===== src/rtl/inst_encoder.sv =====
// Program loader: packs decoded instruction fields into 16-bit words and
// writes them to instruction memory at consecutive addresses from a base.
module inst_encoder #(
  parameter int ADDR_W = 9,
  parameter int DEPTH  = 512
) (
  input  logic              ck,
  input  logic              rst,
  input  logic              start,
  input  logic [ADDR_W-1:0] base_addr,
  input  logic              in_valid,
  output logic              in_ready,
  input  logic              in_last,
  input  logic [3:0]        op,
  input  logic [3:0]        rd,
  input  logic [3:0]        rs,
  input  logic [3:0]        rb,
  input  logic [3:0]        disp4,
  input  logic [7:0]        imm,
  input  logic [0:8]        disp9,
  output logic              mem_we,
  output logic [ADDR_W-1:0] mem_addr,
  output logic [0:15]       mem_wdata,
  output logic [ADDR_W:0]   count,
  output logic              busy,
  output logic              done,
  output logic              err
);

  localparam logic [ADDR_W:0] DEPTH_C = (ADDR_W+1)'(DEPTH);
  localparam logic [ADDR_W:0] LAST_C  = (ADDR_W+1)'(DEPTH - 1);
  localparam logic [ADDR_W:0] ONE_C   = (ADDR_W+1)'(1);

  typedef enum logic [1:0] {
    IDLE,
    RUN,
    DONE,
    FULL
  } state_t;

  state_t            state;
  state_t            state_nxt;
  logic [ADDR_W-1:0] base_q;
  logic [0:15]       word;
  logic              legal;
  logic              accept;
  logic              write;

  // Field packing by opcode class; anything not listed is an illegal opcode.
  always_comb begin
    word  = '0;
    legal = 1'b1;
    case (op)
      4'b0001, 4'b0010, 4'b0011, 4'b0100, 4'b0111: begin
        word[12:15] = op;
        word[8:11]  = rd;
        word[4:7]   = rs;
      end
      4'b0101, 4'b0110, 4'b1000: begin
        word[12:15] = op;
        word[8:11]  = rd;
        word[0:7]   = imm;
      end
      4'b1001, 4'b1010, 4'b1100, 4'b1101: begin
        word[12:15] = op;
        word[8:11]  = rd;
        word[4:7]   = rb;
        word[0:3]   = disp4;
      end
      4'b1110: begin
        word[12:15] = op;
        word[0:7]   = disp9[1:8];
        legal       = ~disp9[0];
      end
      default: begin
        legal = 1'b0;
      end
    endcase
  end

  // A start pulse overrides any handshake in the same cycle.
  assign in_ready = (state == RUN) && (count < DEPTH_C);
  assign accept   = in_valid && in_ready && !start;
  assign write    = accept && legal;

  always_ff @(posedge ck or posedge rst) begin
    if (rst) begin
      state <= IDLE;
    end else begin
      state <= state_nxt;
    end
  end

  always_comb begin
    state_nxt = state;
    if (start) begin
      state_nxt = RUN;
    end else if (accept && in_last) begin
      state_nxt = DONE;
    end else if (write && (count == LAST_C)) begin
      state_nxt = FULL;
    end
  end

  // Write port and session counters; illegal tuples only raise err.
  always_ff @(posedge ck or posedge rst) begin
    if (rst) begin
      mem_we    <= 1'b0;
      mem_addr  <= '0;
      mem_wdata <= '0;
      count     <= '0;
      base_q    <= '0;
      err       <= 1'b0;
    end else begin
      mem_we <= write;
      if (start) begin
        count  <= '0;
        base_q <= base_addr;
        err    <= 1'b0;
      end else if (accept) begin
        if (legal) begin
          mem_addr  <= base_q + count[ADDR_W-1:0];
          mem_wdata <= word;
          count     <= count + ONE_C;
        end else begin
          err <= 1'b1;
        end
      end
    end
  end

  assign busy = (state == RUN) || mem_we;
  assign done = (state == DONE);

endmodule


===== config.mk =====
export PLATFORM = sky130hd
export DESIGN_NAME = inst_encoder
export DESIGN_NICKNAME = d
export VERILOG_FILES = /design/src/rtl/inst_encoder.sv
export SDC_FILE = /design/constraint.sdc
export NUM_CORES = 1
export LEC_CHECK = 0
export CAP_MARGIN = 20
export CORE_UTILIZATION = 42
export DETAILED_ROUTE_END_ITERATION = 12
export GPL_ROUTABILITY_DRIVEN = 1
export HOLD_SLACK_MARGIN = 0.06
export MAX_ROUTING_LAYER = met4
export PLACE_DENSITY_LB_ADDON = 0.25
export SYNTH_ARGS = -nofsm -noshare
export SYNTH_HDL_FRONTEND = slang
export SYNTH_SLANG_ARGS = --single-unit

===== constraint.sdc =====
create_clock -name ck -period 1.95 [get_ports ck]
set_input_delay 0.39 -clock ck [delete_from_list [all_inputs] [get_ports ck]]
set_output_delay 0.39 -clock ck [all_outputs]
set_load 0.02 [all_outputs]

==> qor.csv <==
metric;value;unit
routed_wl;7710;um
skew;0.00538;ns
drv_slew;0;
routedWlPerCell;16.1;um
tightestPinTransition;0.478;ns
fmax;521;MHz
syn-cell-area;2910;um^2
fin_util;0.659;
dr.first_iter.drc_count;111;
dr.pass1.iters;6;
antenna_cells;0;
status;finished clean;
num_vias;2705;
grt_pass1_wl;12500;um
cp.arrival;2.11;ns
cts_tree;yes;
core_area;6530;um^2
hp-class;input pin to asynchronous set/reset pin;
h-tree-depth;2;
drc;0;
io_buffers;90;
io_pins;91;
nNetsFinal;464;
synthFlopType;dfrtp_1;
dp_hpwl;5830;um
cap_viol_max_count;0;
powerDensity;723;nW/um^2
gp_congestion;0.884;
p_leak;1.81;nW
die_x;85.3;um
ctsHoldBuffers;0;
row_count;29;
p_clk_frac;0.219;
vdd_ir_drop_max;0.527;mV
async_reset_ff_frac;1.00;
end_kind;flop;
start_kind;input pin;
fin_crit;1.92;ns
grt_pass1_vias;2564;
max_slew_margin;0.681;
fin_crit_sh;0.985;
setup-tns-final;0;ns
final_common_cell;clkdlybuf4s50_1;
synth-edff-count;0;
p_sw_frac;0.307;
grtUsageTotal;0.224;
yosysWarnings;0;
postSynthNetCount;348;
drive_gt1_frac;0.221;
p_switching;0.000955;W
synth_area_per_cell;10.1;um^2
die-area;7270;um^2
path_class;input pin to flop;
synth-seq-area-share;0.413;
layout_common_cells;clkdlybuf4s50_1 (88), dfrtp_1 (47), buf_4 (34);
required;2.14;ns
cts-root-buf;clkbuf_8;
vias_per_cell;5.65;
netlist_instances;287;
area_growth;47.8;%
synth-seq-cells;48;
antenna_found_initial;0;
clock_sinks;48;
sequentialPowerShare;0.409;
cts_max_path_buffers;2;
initial_core_util;0.446;
synth.distinct_cells;52;
combPwrFrac;0.372;
die_height;85.3;um
path_clk_slew;0.08;ns
clkLatencyLatePin;0.30;ns
grt_max_degree;27;
cts_buffers;5;
antenna_left;0;
rsz0062_at_grt;yes;
final-setup-viol-count;0;
p_int;0.00216;W
path_max_fanout;3;
finalHoldViolCount;0;
rr_worst_depth;6;
grt-ovfl-total;0;
[logic make-up (layout without fill, tap and decap cells)]
logic type               count (synthesis)  in the layout  share of synthesized area
AO/OA/AOI/OAI                           89             89                      0.199
XOR/XNOR                                 9              9                     0.0271
adder cells (fa/ha/maj)                 10             10                     0.0456
buffers and inverters                   29            144                     0.0477
flip-flops                              48             48                      0.413
multiplexers                            31             31                      0.122
AND/OR/NAND/NOR                         71             71                      0.147
[area by class of cell]
type / instances / area (um^2)
Clock buffer: 5 / 68.8
Clock inverter: 1 / 30.0
Fill cell: 531 / 2230
Inverter: 9 / 38.8
Multi-Input combinational cell: 210 / 1640
Sequential cell: 48 / 1200
Tap cell: 77 / 96.3
Timing Repair Buffer: 129 / 1230
[per-stage QoR]
step / hold slack [ns] / area, um^2 / instances / power, W / worst slack [ns]
2_1_floorplan: 0.485 / 2920 / 287 / 0.00185 / -0.00414
3_3_place_gp: 0.482 / 4110 / 472 / 0.00241 / -0.319
3_5_place_dp: 0.480 / 4110 / 472 / 0.00243 / -0.358
4_1_cts: 0.433 / 4220 / 478 / 0.00312 / 0.00673
5_1_grt: 0.471 / 4300 / 479 / 0.00328 / -0.0137
6_report: 0.421 / 4300 / 479 / 0.00311 / 0.0289
[state kept, by name (all words and copies together) (netlist names)]
signal / cells
state: 2
mem_we: 1
mem_wdata: 16
mem_addr: 9
err: 1
base_q: 9
count: 10
[cells in the mapped netlist (all sizes together), types with 2 or more instances]
cell type | number | area, um^2
xor2 | 4 | 35.0
o21ai | 17 | 85.1
a21oi | 25 | 125
a21o | 3 | 22.5
o2bb2ai | 4 | 35.0
and3 | 2 | 12.5
buf | 7 | 53.8
or3 | 4 | 25.0
xnor2 | 5 | 43.8
nand4 | 8 | 50.1
nor2b | 6 | 37.5
a31oi | 5 | 31.3
mux2i | 8 | 80.1
or3b | 4 | 35.0
ha | 9 | 113
inv | 9 | 36.3
o22ai | 4 | 25.0
o211ai | 2 | 15.0
a21boi | 2 | 15.0
dfrtp | 48 | 1200
o32ai | 5 | 43.8
mux2 | 23 | 274
a22o | 4 | 35.0
or4 | 2 | 15.0
nand3 | 7 | 35.0
nand2 | 15 | 72.6
o2111ai | 2 | 17.5
o31ai | 2 | 15.0
nand2b | 5 | 31.3
nor2 | 8 | 30.0
and4 | 2 | 17.5
a22oi | 5 | 37.5
nor4bb | 2 | 20.0
clkbuf | 13 | 48.8
a31o | 4 | 35.0
o21a | 2 | 15.0
[critical path, stage by stage]
cell             delay (ns)
clkdlybuf4s50_1        0.44
or4_4                  0.56
o21a_4                 0.16
buf_4                  0.14
nand4_1                0.08
mux2_2                 0.33
[power groups by stage]
| stage | logic [W] | registers, W | clock network [W] |
|---|---|---|---|
| final | 0.00116 | 0.00127 | 0.000681 |
| after global routing | 0.00124 | 0.00129 | 0.000745 |
| after CTS | 0.00115 | 0.00127 | 0.000696 |
| after detailed placement | 0.00114 | 0.00129 | 0 |
| after global placement | 0.00113 | 0.00128 | 0 |
| after floorplan | 0.000401 | 0.00145 | 0 |
[per-layer routing]
metal	vias to the layer above	GRT usage	share of wire
li1	1307	-	-
met1	1308	0.291	0.47
met2	83	0.375	0.48
met3	7	0.0360	0.042
met4	0	0.0409	0.0092
met5	-	-	0
[final timing paths]
path | startpoint | endpoint | slack (ns)
worst max-delay path | op[1] | count[8] | 0.03
worst min-delay path | rst | mem_wdata[9] | 0.42
worst max register to register | count[0] | mem_addr[6] | 0.10
worst min register to register | mem_wdata[2] | mem_wdata[2] | 0.49
max in group asynchronous | rst | mem_addr[5] | 1.02
min in group ck | mem_wdata[2] | mem_wdata[2] | 0.49
[repair_timing]
action / in CTS / in global routing
setup endpoints to repair: 3 / 32
gates resized for setup: 2 / 17
pin swaps: 0 / 4
hold endpoints to repair: 0 / 0
setup buffers: 0 / 1
No activity file was read; power rests on OpenSTA's default activity.
